--- src/rtl/piso_tx_pkg.sv ---
// Shared definitions for the framed PISO serial transmitter: FSM encoding and
// the counter-width helper.
package piso_tx_pkg;

  typedef enum logic [1:0] {
    TX_IDLE  = 2'd0,
    TX_START = 2'd1,
    TX_DATA  = 2'd2,
    TX_STOP  = 2'd3
  } tx_state_t;

  // Bits needed to count 0..value-1, never less than one so a counter always exists.
  function automatic int clog2_min1(input int value);
    int width;
    width = 0;
    while ((1 << width) < value) width++;
    return (width < 1) ? 1 : width;
  endfunction

endpackage

--- src/rtl/bit_tick_gen.sv ---
// Bit-period timer: counts clocks within one line bit and pulses tick on the
// last clock of the period. restart forces the count back to zero.
module bit_tick_gen
  import piso_tx_pkg::*;
#(
  parameter int CLKS_PER_BIT = 4
) (
  input  logic clk,
  input  logic rst,
  input  logic restart,
  output logic tick
);

  localparam int             TW   = clog2_min1(CLKS_PER_BIT);
  localparam logic [TW-1:0]  LAST = TW'(CLKS_PER_BIT - 1);

  logic [TW-1:0] cnt;

  assign tick = (cnt == LAST);

  // NOTE: sequential state uses non-blocking assignments so every register
  // samples the pre-edge values regardless of statement order.
  always_ff @(posedge clk or posedge rst) begin
    if (rst) begin
      cnt <= '0;
    end else if (restart || tick) begin
      cnt <= '0;
    end else begin
      cnt <= cnt + 1'b1;
    end
  end

endmodule

--- src/rtl/piso_serial_tx.sv ---
// Framed parallel-in/serial-out transmitter: start bit, DATA_W bits LSB first,
// stop bit, each held CLKS_PER_BIT clocks; idle line high.
module piso_serial_tx
  import piso_tx_pkg::*;
#(
  parameter int DATA_W       = 8,
  parameter int CLKS_PER_BIT = 4
) (
  input  logic              Clk,
  input  logic              async_reset,
  input  logic              load_valid,
  output logic              load_ready,
  input  logic [DATA_W-1:0] data_in,
  output logic              ser_out,
  output logic              busy,
  output logic              done
);

  localparam int            BW       = clog2_min1(DATA_W + 1);
  localparam logic [BW-1:0] LAST_BIT = BW'(DATA_W - 1);

  tx_state_t         state, state_next;
  logic [DATA_W-1:0] shreg, shreg_next;
  logic [BW-1:0]     bit_cnt, bit_cnt_next;
  logic              ser_next;
  logic              done_next;
  logic              tick;
  logic              restart;
  logic              accept;

  assign load_ready = (state == TX_IDLE);
  assign busy       = ~load_ready;
  assign accept     = load_valid && load_ready;
  // Timer is held clear while idle and restarts on every state change.
  assign restart    = (state_next != state) || (state == TX_IDLE);

  bit_tick_gen #(
    .CLKS_PER_BIT(CLKS_PER_BIT)
  ) u_tick (
    .clk    (Clk),
    .rst    (async_reset),
    .restart(restart),
    .tick   (tick)
  );

  // NOTE: every always_comb output gets a default first, so no path can
  // leave a signal unassigned and infer a latch.
  always_comb begin
    state_next   = state;
    shreg_next   = shreg;
    bit_cnt_next = bit_cnt;
    done_next    = 1'b0;
    ser_next     = 1'b1;

    case (state)
      TX_IDLE: begin
        if (accept) begin
          state_next = TX_START;
          shreg_next = data_in;
        end
      end
      TX_START: begin
        if (tick) state_next = TX_DATA;
      end
      TX_DATA: begin
        if (tick) begin
          if (bit_cnt == LAST_BIT) begin
            state_next = TX_STOP;
          end else begin
            shreg_next   = shreg >> 1;
            bit_cnt_next = bit_cnt + 1'b1;
          end
        end
      end
      TX_STOP: begin
        if (tick) begin
          state_next = TX_IDLE;
          done_next  = 1'b1;
        end
      end
      default: state_next = TX_IDLE;
    endcase

    if (state_next != state) bit_cnt_next = '0;

    // ser_out is registered, so it is driven from the state being entered.
    case (state_next)
      TX_START: ser_next = 1'b0;
      TX_DATA:  ser_next = shreg_next[0];
      default:  ser_next = 1'b1;
    endcase
  end

  always_ff @(posedge Clk or posedge async_reset) begin
    if (async_reset) begin
      state   <= TX_IDLE;
      shreg   <= '0;
      bit_cnt <= '0;
      ser_out <= 1'b1;
      done    <= 1'b0;
    end else begin
      state   <= state_next;
      shreg   <= shreg_next;
      bit_cnt <= bit_cnt_next;
      ser_out <= ser_next;
      done    <= done_next;
    end
  end

endmodule
--- config.mk ---
export PLATFORM = sky130hd
export DESIGN_NAME = piso_serial_tx
export DESIGN_NICKNAME = d
export VERILOG_FILES = /design/src/rtl/piso_tx_pkg.sv /design/src/rtl/bit_tick_gen.sv /design/src/rtl/piso_serial_tx.sv
export SDC_FILE = /design/constraint.sdc
export NUM_CORES = 1
export LEC_CHECK = 0
export ABC_CLOCK_PERIOD_IN_PS = 2900
export CAP_MARGIN = 0
export CORE_ASPECT_RATIO = 1.5
export CORE_MARGIN = 10
export CORE_UTILIZATION = 32
export CTS_CLUSTER_DIAMETER = 100
export DETAILED_ROUTE_END_ITERATION = 16
export GPL_TIMING_DRIVEN = 0
export PLACE_DENSITY = 0.49
export SYNTH_ARGS = -nofsm -noshare
export SYNTH_HDL_FRONTEND = slang
export SYNTH_HIERARCHICAL = 1
export SYNTH_SLANG_ARGS = --single-unit
--- constraint.sdc ---
create_clock -name Clk -period 2.9 [get_ports Clk]
set_input_delay 0.29 -clock Clk [delete_from_list [all_inputs] [get_ports Clk]]
set_output_delay 0.29 -clock Clk [all_outputs]
set_load 0.02 [all_outputs]
==> flow_summary_export.csv <==
group,metric,value,unit
clock_network,cts_repair_resize_count,0,
clock_network,post_cts.repair.setup_buffers,0,
layout,insertedDiodeCount,0,
layout,finalInstanceArea,1120,um2
global_routing,antenna_violations_before_repair,0,
clock_network,cts.clk_slew.worst_paths,0.07,ns
global_routing,grt_remaining_overflow,0,
die,die_y,84.3,um
timing,finalSetupTns,0,ns
worst_setup_path,crit_path_max_fanout,10,
timing,finalHoldViolCount,0,
placed_design,globalplace.congestion,0.689,
run_status,status,"completed",
layout,num-nets-final,111,
flow_run,drv_cap,0,
layout,flow.area_growth_from_synthesis,27.4,%
global_routing,grt_usage,6.81,%
routing,route.vias.total,626,
worst_setup_path,worstRegToRegCells,7,
logic_synthesis,postSynth.topFlopCell,"dfrtp_1",
layout,num-fill-cells,284,
global_routing,grt_max_degree,17,
logic_synthesis,avgSynthCellArea,11.1,um2
timing,rsz_0062_raised_after_global_routing,"false",
layout,area.sequential,452,um2
clock_network,tritoncts,"yes",
timing,timing_worst_slew_pin_value,0.637,ns
logic_synthesis,yosysUniqueCellTypes,32,
worst_setup_path,critical_path.reg2reg.endpoint,"u_tick/cnt[1]$_DFF_PP0_",
clock_network,cts_max_path_buffers,2,
power,p_leak,0.538,nW
logic_synthesis,seq_area_frac_synth,51.3,%
routing,route.detailed.wl_per_inst,12.7,um
min_path,hold_path.class,"input pin to async pin",
logic_synthesis,syn-cell-area,881,um2
timing,fin_skew,0.00236,ns
clock_network,hold_buffers,0,
clock_network,clkLatencyLatePin,0.25,ns
routing,drcViolationCount,0,
timing,max_freq,536,MHz
clock_network,cts_buffers,3,
die,initial_utilization,33.3,%
worst_setup_path,reg2reg_slack,1.12,ns
logic_synthesis,ys_async_sr_fraction,100,%
worst_setup_path,critPathKind,"flip-flop to primary output",
logic_synthesis,synth_enable_flop_cells,0,
timing,total_of_endpoints_with_negative_setup_slack_in_the_final_report,0,
routing,dr.pass1.iters,2,
die,placeableCoreArea,2650,um2
clock_network,clock_sinks,18,
placed_design,pre_cts_ws,1.13,ns
placed_design,post_dp_cell_area,1070,um2
die,pin_count,15,
timing,setup_slack,1.03,ns
timing,hold_slack,0.221,ns
worst_setup_path,timing.critical_path.arrival,1.58,ns
clock_network,root_buffer,"clkbuf_8",
routing,final_antenna_net_count,0,
worst_setup_path,startpoint_type,"flip-flop",
clock_network,ctsHtreeMaxLevel,1,
timing,post-route-period-util,64.4,%
placed_design,detailed_place_hpwl,1.30,mm
power,powerDensity,871,nW/um2
global_routing,first_global_vias,696,
placed_design,io_buffers,14,
worst_setup_path,worstReg2RegStart,"bit_cnt[0]$_DFFE_PP0P_",
logic_synthesis,number_of_nets_in_the_synthesized_netlist,92,
routing,dr_vias_cell,4.67,
logic_synthesis,synthesis.yosys.warnings,6,
logic_synthesis,postSynthRegisterBits,18,
layout,drive_above_1_share,16.5,%
die,placement_rows,23,
worst_setup_path,worst_path_required_time,2.61,ns
logic_synthesis,syn-instance-count,79,
die,fp.dieArea,5290,um2
worst_setup_path,end_kind,"primary output",
timing,max-slew-margin-rel,57.5,%
timing,slew_violations,0,
timing,period_needed,1.87,ns
layout,multi_input_comb_area,388,um2
die,chipWidth,62.8,um
routing,drt_first_iter_violations,10,
power,post-layout-total-power,0.000978,W
routing,drt_wl_total,1.70,mm
power,worst_case_vdd_ir_drop,0.386,mV
global_routing,grt_pass1_wl,3.00,mm
power breakdown:
part           internal, W  switching (W)
logic             0.000187       0.000176
registers         0.000352      0.0000589
clock network     0.000120      0.0000835
worst max-delay path, stage by stage (launching register included):
cell             delay (ns)
dfrtp_1                0.36
buf_2                  0.17
nor2_1                 0.15
clkdlybuf4s50_1        0.64
stage by stage:
| stage | util [%] | instances |
|---|---|---|
| after CTS | 42.4 | 134 |
| after floorplan | - | 79 |
| after global routing | 42.4 | 134 |
| after detailed placement | 40.3 | 130 |
| after global placement | 40.3 | 130 |
| final | 42.4 | 134 |
per-layer routing:
metal / share of wire [%] / up-vias / GRT usage (%)
met1: 48 / 298 / 7.78
met4: 1.1 / 0 / 3.06
met3: 3.2 / 2 / 1.86
met5: 0 / - / 0
li1: - / 313 / -
met2: 48 / 13 / 11.5
synthesized netlist by cell type (2+ instances only):
cell / instances / area share (%)
nand2_1: 4 / 1.7
dfrtp_1: 17 / 48
a21o_1: 7 / 6.0
nor2_1: 6 / 2.6
o21ai_0: 2 / 1.1
xnor2_1: 3 / 3.0
ha_1: 2 / 2.8
nand2b_1: 2 / 1.4
buf_2: 3 / 1.7
inv_1: 4 / 1.7
and3_1: 2 / 1.4
a22o_1: 6 / 6.0
nor3_2: 2 / 2.3
how the worst max path moves through the flow:
| stage | end | slack (ns) | startpoint | cells after the start |
|---|---|---|---|---|
| floorplan | u_tick/cnt[1]$_DFF_PP0_ | 1.23 | state[0]$_DFF_PP0_ | 7 |
| global placement | u_tick/cnt[1]$_DFF_PP0_ | 1.15 | bit_cnt[0]$_DFFE_PP0P_ | 7 |
| detailed placement | u_tick/cnt[1]$_DFF_PP0_ | 1.13 | bit_cnt[0]$_DFFE_PP0P_ | 7 |
| CTS | load_ready | 1.02 | state[0]$_DFF_PP0_ | 3 |
| global route | busy | 0.93 | state[0]$_DFF_PP0_ | 4 |
| finish | load_ready | 1.03 | state[0]$_DFF_PP0_ | 3 |
state kept, by name, summed over array words and instances (netlist names):
register    flops
ser_out         1
u_tick/cnt      2
state           2
bit_cnt         4
shreg           8
done            1
final cells by class:
| class | count | share of cell area [%] |
|---|---|---|
| Timing Repair Buffer | 14 | 12.5 |
| Multi-Input combinational cell | 53 | 34.6 |
| Inverter | 4 | 1.34 |
| Tap cell | 37 | 4.12 |
| Buffer | 4 | 2.34 |
| Clock buffer | 4 | 4.91 |
| Sequential cell | 18 | 40.2 |
cells by family after synthesis:
kind of cell / count (synthesis) / share of synthesized area (%)
AOI/OAI and AO/OA: 20 / 17.3
and+or+nand+nor: 25 / 17.5
buffers and inverters: 8 / 4.69
DFF: 18 / 51.3
muxes: 2 / 2.41
xor gates and xnor gates: 4 / 3.98
adders and majority gates: 2 / 2.84
cell usage in the layout (no fill, tap or decap), types with 2 or more instances in the layout:
| cell | count |
|---|---|
| a21o_1 | 7 |
| and3_1 | 2 |
| inv_1 | 4 |
| nor3_2 | 2 |
| dfrtp_1 | 17 |
| xnor2_1 | 3 |
| clkbuf_8 | 4 |
| a22o_1 | 6 |
| ha_1 | 2 |
| nor2_1 | 6 |
| nand2_1 | 4 |
| clkdlybuf4s50_1 | 14 |
| o21ai_0 | 2 |
| nand2b_1 | 2 |
| buf_2 | 3 |
Power figures use the tool's default switching activity.
